### config.mk
export PLATFORM = sky130hd
export DESIGN_NAME = key_seq_player
export DESIGN_NICKNAME = d
export VERILOG_FILES = /design/src/rtl/key_seq_pkg.sv /design/src/rtl/key_onehot.sv /design/src/rtl/key_seq_player.sv
export SDC_FILE = /design/constraint.sdc
export NUM_CORES = 1
export LEC_CHECK = 0
export CAP_MARGIN = 15
export CORE_MARGIN = 3
export CORE_UTILIZATION = 52
export CTS_CLUSTER_DIAMETER = 120
export DETAILED_ROUTE_END_ITERATION = 12
export PLACE_DENSITY = 0.79
export SETUP_SLACK_MARGIN = 0.05
export SYNTH_ARGS = -nofsm -noshare
export SYNTH_HDL_FRONTEND = slang
export SYNTH_SLANG_ARGS = --single-unit
### constraint.sdc
create_clock -name clock -period 3.2 [get_ports clock]
set_input_delay 0.96 -clock clock [delete_from_list [all_inputs] [get_ports clock]]
set_output_delay 0.96 -clock clock [all_outputs]
set_load 0.03 [all_outputs]
### src/rtl/key_seq_pkg.sv
// key_seq_pkg: shared types, widths and code helpers for the key sequence player.
package key_seq_pkg;
  typedef enum logic [1:0] {IDLE, PRESS, GAP, DONE} state_t;
  localparam int KEY_W = 12;
  localparam int DIGIT_W = 4;
  localparam int NUM_DIGITS = 4;
  localparam int TERM_KEY = 11;
  function automatic logic code_ok(input logic [15:0] c);
    return c[15:12] <= DIGIT_W'(KEY_W - 1) && c[11:8] <= DIGIT_W'(KEY_W - 1) &&
           c[7:4] <= DIGIT_W'(KEY_W - 1) && c[3:0] <= DIGIT_W'(KEY_W - 1);
  endfunction
  function automatic logic [DIGIT_W-1:0] nibble_at(input logic [15:0] c, input logic [1:0] i);
    return i == 2'd0 ? c[15:12] : i == 2'd1 ? c[11:8] : i == 2'd2 ? c[7:4] : c[3:0];
  endfunction
endpackage

### src/rtl/key_onehot.sv
// key_onehot: key index to one-hot keypad lines; indices above 11 give all-zero.
module key_onehot
  import key_seq_pkg::*;
(
  input  logic [DIGIT_W-1:0] idx,
  output logic [KEY_W-1:0]   onehot
);
  assign onehot = idx < DIGIT_W'(KEY_W) ? KEY_W'(1) << idx : '0;
endmodule

### src/rtl/key_seq_player.sv
// key_seq_player: plays a 4-key code as timed virtual key presses.
// Defining KEY_SEQ_TERM_EN appends a '#' (index 11) terminator press.
module key_seq_player
  import key_seq_pkg::*;
#(
  parameter int HOLD_CYC = 16,
  parameter int GAP_CYC  = 16
) (
  input  logic             clock,
  input  logic             reset,
  input  logic             start,
  input  logic             abort,
  input  logic [15:0]      code_in,
  output logic [KEY_W-1:0] Key,
  output logic             busy,
  output logic             done,
  output logic             err
);
`ifdef KEY_SEQ_TERM_EN
  localparam int N_KEYS = NUM_DIGITS + 1;
`else
  localparam int N_KEYS = NUM_DIGITS;
`endif
  state_t state, state_n;
  logic [$clog2(256)-1:0] cnt, cnt_n;
  logic [2:0] digit, digit_n;
  logic [15:0] code, code_n;
  logic err_n;
  logic [DIGIT_W-1:0] key_idx;
  logic [KEY_W-1:0] key_n;
  always_comb begin
    state_n = state;
    cnt_n = cnt + 8'd1;
    digit_n = digit;
    code_n = code;
    err_n = 1'b0;
    unique case (state)
      IDLE: begin
        cnt_n = '0;
        if (start && code_ok(code_in)) begin
          state_n = PRESS;
          code_n = code_in;
          digit_n = '0;
        end else if (start) begin
          err_n = 1'b1;
        end
      end
      PRESS: begin
        if (abort) begin
          state_n = IDLE;
          cnt_n = '0;
        end else if (cnt == 8'(HOLD_CYC - 1)) begin
          state_n = GAP;
          cnt_n = '0;
        end
      end
      GAP: begin
        if (abort) begin
          state_n = IDLE;
          cnt_n = '0;
        end else if (cnt == 8'(GAP_CYC - 1)) begin
          state_n = digit == 3'(N_KEYS - 1) ? DONE : PRESS;
          digit_n = digit + 3'd1;
          cnt_n = '0;
        end
      end
      DONE: begin
        state_n = IDLE;
        cnt_n = '0;
      end
    endcase
  end
  // outputs are registered from the next state so the first press shows right after the start edge
`ifdef KEY_SEQ_TERM_EN
  assign key_idx = state_n != PRESS ? '1 :
                   digit_n == 3'(NUM_DIGITS) ? DIGIT_W'(TERM_KEY) : nibble_at(code_n, digit_n[1:0]);
`else
  assign key_idx = state_n != PRESS ? '1 : nibble_at(code_n, digit_n[1:0]);
`endif
  key_onehot u_onehot (.idx(key_idx), .onehot(key_n));
  always_ff @(posedge clock or posedge reset) begin
    if (reset) begin
      state <= IDLE;
      cnt <= '0;
      digit <= '0;
      code <= '0;
      Key <= '0;
      busy <= 1'b0;
      done <= 1'b0;
      err <= 1'b0;
    end else begin
      state <= state_n;
      cnt <= cnt_n;
      digit <= digit_n;
      code <= code_n;
      Key <= key_n;
      busy <= state_n == PRESS || state_n == GAP;
      done <= state_n == DONE;
      err <= err_n;
    end
  end
endmodule
Yosys cells after proc, flatten, opt, wreduce, memory -nomap -nowiden
Cells that the tools add are included.

Register bits: 44. Input port bits: 20. Output and inout port bits: 15. Logic and storage cells: 66.

Add/sub/neg operators: 2. $lt $le $gt $ge: 5. Eq/ne operators: 14. Shift operators: 1. Multiplexer cells: 24. Reduce and logical (&&, ||, !) cells: 11.

Operator list (number): $mux W16 (2); $le A4 B4 Y1 const B (4); $mux W4 (4); $mux W8 (2); $pmux W8 S2 (1); $mux W12 (1); $mux W2 (6); $shl A1 B4 Y12 const A (1); $eq A2 B2 Y1 const B (5); $mux W3 (3); $add A8 B1 Y8 const B (1); $eq A8 B4 Y1 const B (1); $pmux W2 S4 (1); $eq A2 B1 Y1 const B (3); $ne A2 B2 Y1 const B (3); $pmux W3 S2 (1); $logic_and A1 B1 Y1 (4); $logic_not A2 Y1 (2); $lt A4 B4 Y1 const B (1); $reduce_and A4 Y1 (1); $reduce_or A2 Y1 (2); $add A3 B1 Y3 const B (1); $eq A3 B2 Y1 const B (1); $mux W1 (3); 3 further kinds (3).

Logic depth before layout (Yosys ltp)
Gate-level depths: netlist (run 1).

Word-level depth: 14. Mapped depth: 12. Depth with buffers taken out: 12.

Cells and area by module
A second synthesis (run 1) with hierarchy kept.

Cells, all modules: 219. Area total of the unflattened synthesis: 2449.8 µm².

By module, submodules not included: key_seq_player (times used 1, cells each 203, area each 2205.9 µm², seq. area each 1101.1 µm²); key_onehot (times used 1, cells each 16, area each 244.0 µm², seq. area each 0.0 µm²).

Worst setup path after synthesis (run 1)
No wires, ideal clock.

Path kind: input-to-reg. Start point: input code_in[15]. End point: register Key[1]. Setup time: 101 ps. Data arrival time: 3105 ps. Data required time: 3099 ps. Setup slack: -6 ps. Stages on the path: 9. Path buffers: 3. Path through: a22o_1 -> or3_1 -> buf_6 -> a311o_1 -> buf_6 -> mux4_2 -> and2_1 -> buf_6 -> nor4_1.

Cells in the longest elaborated chain, start to end: 14. Elaborated cells between the ends (all ways): 22. Classes of those cells: 2 x order compare; 3 x eq/ne; 1 x shift; 11 x mux; 5 x reduce/logical.

RTL lines: from (decl) (line key_seq_player.sv:13) `input logic [15:0] code_in,`; $le A4 B4 Y1 * (line key_seq_pkg.sv:9) `return c[15:12] <= DIGIT_W'(KEY_W - 1) && c[11:8] <= DIGIT_W'(KEY_W - 1) &&`; $logic_and A1 B1 Y1 * (2 in a row) (line key_seq_pkg.sv:9); $logic_and A1 B1 Y1 * (line key_seq_pkg.sv:10) `c[7:4] <= DIGIT_W'(KEY_W - 1) && c[3:0] <= DIGIT_W'(KEY_W - 1);`; $logic_and A1 B1 Y1 * (line key_seq_player.sv:40) `if (start && code_ok(code_in)) begin`; $mux W3 * (line key_seq_player.sv:40); $pmux W3 S2 * (line key_seq_player.sv:37) `unique case (state)`; named net digit_n[0] (line key_seq_player.sv:26) `logic [2:0] digit, digit_n;`; $eq A2 B2 Y1 (line key_seq_pkg.sv:13) `return i == 2'd0 ? c[15:12] : i == 2'd1 ? c[11:8] : i == 2'd2 ? c[7:4] : c[3:0];`; $mux W4 (2 in a row) (line key_seq_pkg.sv:13); $mux W4 * (line key_seq_pkg.sv:13); $mux W4 * (line key_seq_player.sv:78) `assign key_idx = state_n != PRESS ? '1 : nibble_at(code_n, digit_n[1:0]);`; $lt A4 B4 Y1 or $shl A1 B4 Y12 (tied branches) (line key_onehot.sv:8) `assign onehot = idx < DIGIT_W'(KEY_W) ? KEY_W'(1) << idx : '0;`; $mux W12 * (line key_onehot.sv:8); named net key_n[1] (line key_seq_player.sv:30) `logic [KEY_W-1:0] key_n;`; to (signal assigned) (line key_seq_player.sv:96) `Key <= key_n;`; to (decl) (line key_seq_player.sv:14) `output logic [KEY_W-1:0] Key,`.

Mark *: on every way through the listed nets, which the timed path passes. The rest lies on a longest branch. The select of a mux whose other input is x is not followed. A chain may end at the register's enable or synchronous reset.

Final worst setup path (run 1)
Start point: input code_in[6]. End point: register Key[5].

Cells in the longest elaborated chain, start to end: 13. Elaborated cells between the ends (all ways): 21. Classes of those cells: 2 x order compare; 3 x eq/ne; 1 x shift; 11 x mux; 4 x reduce/logical.

RTL lines (line): $le A4 B4 Y1 (key_seq_pkg.sv:10); $logic_and A1 B1 Y1 (key_seq_pkg.sv:9); $logic_and A1 B1 Y1 (key_seq_pkg.sv:10); $logic_and A1 B1 Y1 (key_seq_player.sv:40); $mux W3 (key_seq_player.sv:40); $pmux W3 S2 (key_seq_player.sv:37); $eq A2 B2 Y1 (key_seq_pkg.sv:13); $mux W4 (3 in a row) (key_seq_pkg.sv:13); $mux W4 * (key_seq_player.sv:78); $lt A4 B4 Y1 or $shl A1 B4 Y12 (tied branches) (key_onehot.sv:8); $mux W12 * (key_onehot.sv:8); named net key_n[5] (key_seq_player.sv:30).

Marks and branches as above.

==> results of run 1 <==
## power by group
group	leakage, nW	switching [W]	internal (W)
sequential	0.575	0.0000474	0.000701
clock	0.0541	0.000185	0.000231
combinational	0.655	0.000529	0.000362
## stage by stage
step	hold slack, ns	area, um2	setup WS, ns	setup TNS, ns
after floorplan	0.4329	2044	0.03426	0
after global placement	0.4438	2515	-0.2650	-3.028
after detailed placement	0.4680	2515	-0.3917	-4.260
after CTS	0.4788	2679	0.05143	0
after global routing	0.5113	2749	0.06015	0
final	0.4781	2749	0.1321	0
## layout make-up
type,count,area [um2]
well taps,48,60.06
clock buffers,5,68.82
fillers,245,967.2
repair buffers,49,456.7
inverters,16,60.06
clock inverters,3,42.54
multi-input cells,111,959.7
flip-flops and latches,44,1101
## metal layers
| layer | vias to the layer above | wire length, um | GRT usage |
|---|---|---|---|
| li1 | 730 | - | - |
| met1 | 763 | 1777 | 0.2332 |
| met2 | 49 | 2236 | 0.3325 |
| met3 | 6 | 228 | 0.05997 |
| met4 | 0 | 53 | 0.06203 |
| met5 | - | 0 | 0 |
## timing repair
action / 4_1_cts / 5_1_grt
pin swaps: 8 / 4
endpoints found under the setup margin: 12 / 12
gates resized for setup: 21 / 15
## cell usage after synthesis (2+ instances only)
| master | n | share of area |
|---|---|---|
| mux2_2 | 4 | 0.022 |
| buf_6 | 3 | 0.017 |
| xor2_1 | 3 | 0.013 |
| nor2_1 | 16 | 0.029 |
| nand2_1 | 6 | 0.011 |
| mux4_2 | 2 | 0.022 |
| o21a_1 | 2 | 0.0074 |
| ha_1 | 8 | 0.049 |
| inv_1 | 16 | 0.029 |
| nand2b_1 | 5 | 0.015 |
| or3_1 | 2 | 0.0061 |
| a22o_1 | 4 | 0.017 |
| mux2_1 | 4 | 0.022 |
| xnor2_1 | 2 | 0.0086 |
| nand3_1 | 4 | 0.0098 |
| o21ai_0 | 2 | 0.0049 |
| dfrtp_1 | 44 | 0.54 |
| nor4_1 | 14 | 0.043 |
| mux2i_1 | 12 | 0.059 |
| a21oi_1 | 6 | 0.015 |
| a22oi_1 | 2 | 0.0074 |
## layout by cell type, fill, tap and decap left out, types with 7 or more instances in the layout
| cell type | n |
|---|---|
| mux2i_1 | 10 |
| inv_1 | 16 |
| dlygate4sd2_1 | 7 |
| nor2_1 | 14 |
| nor4_2 | 8 |
| buf_4 | 13 |
| clkdlybuf4s50_1 | 25 |
| dfrtp_1 | 44 |
| ha_1 | 8 |
## worst max-delay path, cell delays in order
cell and delay [ns]:
dlygate4sd2_1 0.25, a22o_1 0.28, or3_4 0.41, a311o_1 0.41, buf_6 0.17, mux2i_2 0.15
a22oi_2 0.48, nor4_1 0.13
## sequential cells by signal (all words and copies together) (netlist names)
name / cells
digit: 3
state: 2
err: 1
done: 1
code: 16
Key: 12
busy: 1
cnt: 8
## worst paths after layout
path,endpoint,slack (ns),start
max in group asynchronous,code[14]$_DFF_PP0_,1.89,reset
max,Key[5]$_DFF_PP0_,0.13,code_in[6]
max reg2reg,Key[8]$_DFF_PP0_,0.42,cnt[0]$_DFF_PP0_
min reg2reg,cnt[0]$_DFF_PP0_,0.48,cnt[0]$_DFF_PP0_
min,cnt[0]$_DFF_PP0_,0.48,cnt[0]$_DFF_PP0_
min in group asynchronous,state[1]$_DFF_PP0_,1.00,reset
## kinds of logic (layout without fill, tap and decap cells)
kind of cell	count (synthesis)	after routing
flops	44	44
xor+xnor	5	5
simple gates	53	53
mux	22	22
buf+inv	21	73
fa+ha+maj	8	8
compound gates	23	23
==> metrics, run 1 <==
GP Congestion=0.9246; CP required=3.36 ns; Diodes inserted=0; Post-Route WL=4295 um; post-DR vias/cell=5.609; final period demand of the worst path=3.068 ns; IO buf count=34; crit start category=input port; initial drt markers=61; DP Cell Count=268; status=completed; area growth from synthesis to layout=34.62%; adder-cell share of the synthesized area=0.04902; Slew Limit Fails=0; CP Capture Type=flip-flop; worst-margin pin slew=0.5223 ns; Total Routing Usage GR=0.1947; Nets=255; synth unique cells=36; Final Cycle Share=0.9587; Antenna Nets Post-Route=0; Core ar.=3716 um2; Max Clock Freq=326.0 MHz; cells after synthesis=176; clock net sink count=44; final core occ=0.7397; share of cells above drive strength 1=0.2281; post-route non-filler standard cell count=276; WHS Path Cells=1; max_slew headroom=0.6518; CP Class=in2reg; aggregate global routing overflow=0; CTS Buf Count=5; Max Cap Viol=0; die area=4715 um2; Max clock buf depth=2; initial antenna violation count=0; clock root cell=clkbuf_8; WP data arrival=3.23 ns; Pwr Total=0.002055 W; Min-Delay Path Class=reg2reg; clk_lat worst skew=0.30 ns; final hold viol count=0; Initial Utilization=0.5495; worst-case reg-to-reg path depth=13; Clock transition at path regs=0.08 ns; ys flop type=dfrtp_1; register bit total from synthesis=44; postcts setup bufs=0; Seq/Total Area, Yosys=0.5392; global-route wire length before repair=6727 um; H-tree depth=2; asr flop ratio synth=1.000; drc violations=0; VDD IR max=0.0004173 V; endpoints failing setup=0; largest net degree at the start of global routing=29; detailed-route via count=1548; clock skew=0.004939 ns; number of global-route vias before repair=1506; multiplexer area fraction after synthesis=0.1250; first drt pass iteration count=4; Netlist Area Pre-Place=2042 um2; drt wl/cell=15.56 um; CTS tree=yes; simple-gate area share of the yosys netlist=0.1379; syn_area_per_cell=11.60 um2; Lkg Pwr=1.284 nW; die width=68.67 um; hold buffers post-CTS=0; PD cells=747.7 nW/um2; main combinational cell family by area after synthesis=simple AND/OR/NAND/NOR gates; XOR/XNOR Fraction of Synth Area=0.02145; synth warn=0; # IOs=35; RSZ-0062 raised after global routing=no; compound-cell area share of the yosys netlist=0.07721; row cnt=22; Post-Syn Nets=204; crit-path max FO=8; Die H=68.67 um; Post-synth EDFFs=0; hpwl dp=3021 um
Power figures use the tool's default switching activity.
==> run 2: changes to the inputs <==
--- a/config.mk
+++ b/config.mk
@@ -12,6 +12,7 @@
 export DETAILED_ROUTE_END_ITERATION = 12
 export PLACE_DENSITY = 0.79
 export SETUP_SLACK_MARGIN = 0.05
+export SLEW_MARGIN = 20
 export SYNTH_ARGS = -nofsm -noshare
 export SYNTH_HDL_FRONTEND = slang
 export SYNTH_SLANG_ARGS = --single-unit
==> results of run 2 <==
No change in the layout: final DEF, timing and power equal those of run 1.
==> run 3: changes to the inputs <==
--- a/config.mk
+++ b/config.mk
@@ -7,10 +7,10 @@
 export LEC_CHECK = 0
 export CAP_MARGIN = 15
 export CORE_MARGIN = 3
-export CORE_UTILIZATION = 52
+export CORE_UTILIZATION = 56
 export CTS_CLUSTER_DIAMETER = 120
 export DETAILED_ROUTE_END_ITERATION = 12
-export PLACE_DENSITY = 0.79
+export PLACE_DENSITY = 0.84
 export SETUP_SLACK_MARGIN = 0.05
 export SLEW_MARGIN = 20
 export SYNTH_ARGS = -nofsm -noshare
==> constraint.sdc (replaced) <==
create_clock -name clock -period 3.9 [get_ports clock]
set_input_delay 1.17 -clock clock [delete_from_list [all_inputs] [get_ports clock]]
set_output_delay 1.17 -clock clock [all_outputs]
set_load 0.03 [all_outputs]
==> metrics, run 3 (synthesis results as in run 1) <==
status=completed; postcts setup bufs=0; initial drt markers=125; area occupied by multi-input gates=838.3 um2; CTS resizes=0; CP cell instances=clkdlybuf4s50_1, a22o_1, or3_1, a311o_1, mux4_2, and2_1, nor4_1; number of global-route vias before repair=1415; max_slew headroom=0.5397; Min-Delay Path Class=reg2reg; endpoints failing setup=0; Max Cap Viol=0; largest net degree at the start of global routing=27; hold path startpoint=cnt[0]$_DFF_PP0_; Post-Route WL=4009 um; CP max stage delay=0.49 ns; clock skew=0.007628 ns; Final Cycle Share=0.8951; Comb pwr share=0.382; IO buf count=34; hold buffers post-CTS=0; Sw Share=0.3549; final worst setup slack=0.4089 ns; Max Clock Freq=286.4 MHz; Nets=244; die width=66.39 um; clk_lat worst skew=0.36 ns; H-tree depth=2; Largest regs=code (16), Key (12), cnt (8); drt wl/cell=15.24 um; Worst path top cell family by delay=simple AND/OR/NAND/NOR gates; WP data arrival=3.76 ns; first drt pass iteration count=4; row cnt=21; Max clock buf depth=2; Psw=0.0005214 W; most common cell after layout, fill and taps aside=dfrtp_1; Antenna Nets Post-Route=0; number of flip-flops in the largest register=16; Reg power frac=0.415; Lkg Pwr=1.174 nW; post-DR vias/cell=5.593; share of cells above drive strength 1=0.08295; final period demand of the worst path=3.491 ns; Worst Hold Endpoint=cnt[0]$_DFF_PP0_; Slew Limit Fails=0; PD cells=583.7 nW/um2; Diodes inserted=0; WHS Path Cells=1; flop2flop setup slack=0.80 ns; Initial Utilization=0.5978; VDD IR max=0.0004595 V; RSZ-0062 raised after global routing=no; CTS tree=yes; Seq. cell area=1101 um2; Slowest-stage cell, CP=mux4_2; clock root cell=clkbuf_4; Die H=66.39 um; worst-case reg-to-reg path depth=11; DP Worst Slack=0.04729 ns; CP bufs+invs=1; CTS Buf Count=5; Clk pwr share=0.203; GP Congestion=0.8611; crit-path max FO=6; final hold viol count=0; # IOs=35; initial antenna violation count=0; post-route setup TNS=0 ns; CP Class=in2reg; aggregate global routing overflow=0; area growth from synthesis to layout=23.28%; clock net sink count=44; Total Routing Usage GR=0.2093; FILL cells=224; Worst R2R Start=cnt[5]$_DFF_PP0_; Core ar.=3416 um2; reg-to-reg critical path endpoint=Key[0]$_DFF_PP0_; die area=4407 um2; CP Capture Type=flip-flop; CP required=4.17 ns; commonest non-fill, non-tap cells in the layout=dfrtp_1 (44), clkdlybuf4s50_1 (34), inv_1 (16), nor2_1 (16), nor4_1 (14); Power Internal=0.0009479 W; hpwl dp=3083 um; worst-margin pin slew=0.6898 ns; global-route wire length before repair=6748 um; drc violations=0; Largest Register=code; crit start category=input port; detailed-route via count=1471; CP startpoint=code_in[14]; Clock transition at path regs=0.12 ns
[run 3: worst max-delay path by stage]
| stage | to | slack [ns] | depth (start not counted) |
|---|---|---|---|
| floorplan | Key[1]$_DFF_PP0_ | 0.48 | 9 |
| global placement | Key[3]$_DFF_PP0_ | 0.10 | 7 |
| detailed placement | Key[8]$_DFF_PP0_ | 0.05 | 8 |
| CTS | Key[8]$_DFF_PP0_ | 0.42 | 8 |
| global route | Key[6]$_DFF_PP0_ | 0.26 | 11 |
| finish | Key[1]$_DFF_PP0_ | 0.41 | 7 |
[run 3: final cells by class]
| class | instances | area share |
|---|---|---|
| flip-flops and latches | 44 | 0.4374 |
| well taps | 46 | 0.02286 |
| clock inverters | 2 | 0.01541 |
| repair buffers | 38 | 0.1471 |
| inverters | 16 | 0.02386 |
| clock buffers | 6 | 0.02038 |
| multi-input cells | 111 | 0.3330 |
[run 3: power by group through the flow]
stage / sequential [W] / clock, W / combinational (W)
after global routing: 0.000621 / 0.000324 / 0.000616
final: 0.000610 / 0.000298 / 0.000562
after detailed placement: 0.000620 / 0 / 0.000553
after CTS: 0.000611 / 0.000299 / 0.000557
after floorplan: 0.000666 / 0 / 0.000352
after global placement: 0.000615 / 0 / 0.000530
[run 3: per-stage QoR]
stage / total power, W / hold slack, ns / cells / utilization / instance area, um2
2_1_floorplan: 0.001018 / 0.4329 / 176 / - / 2042
3_3_place_gp: 0.001145 / 0.4450 / 255 / 0.7106 / 2427
3_5_place_dp: 0.001174 / 0.4626 / 255 / 0.7106 / 2427
4_1_cts: 0.001467 / 0.4783 / 263 / 0.7370 / 2517
5_1_grt: 0.001561 / 0.4898 / 263 / 0.7370 / 2517
6_report: 0.001469 / 0.4789 / 263 / 0.7370 / 2517
[run 3: metal layers]
metal,vias to the layer above,share of wire,track usage
met3,8,0.053,0.06803
li1,709,-,-
met5,-,0,0
met2,48,0.50,0.3296
met4,0,0.016,0.06091
met1,706,0.43,0.2765
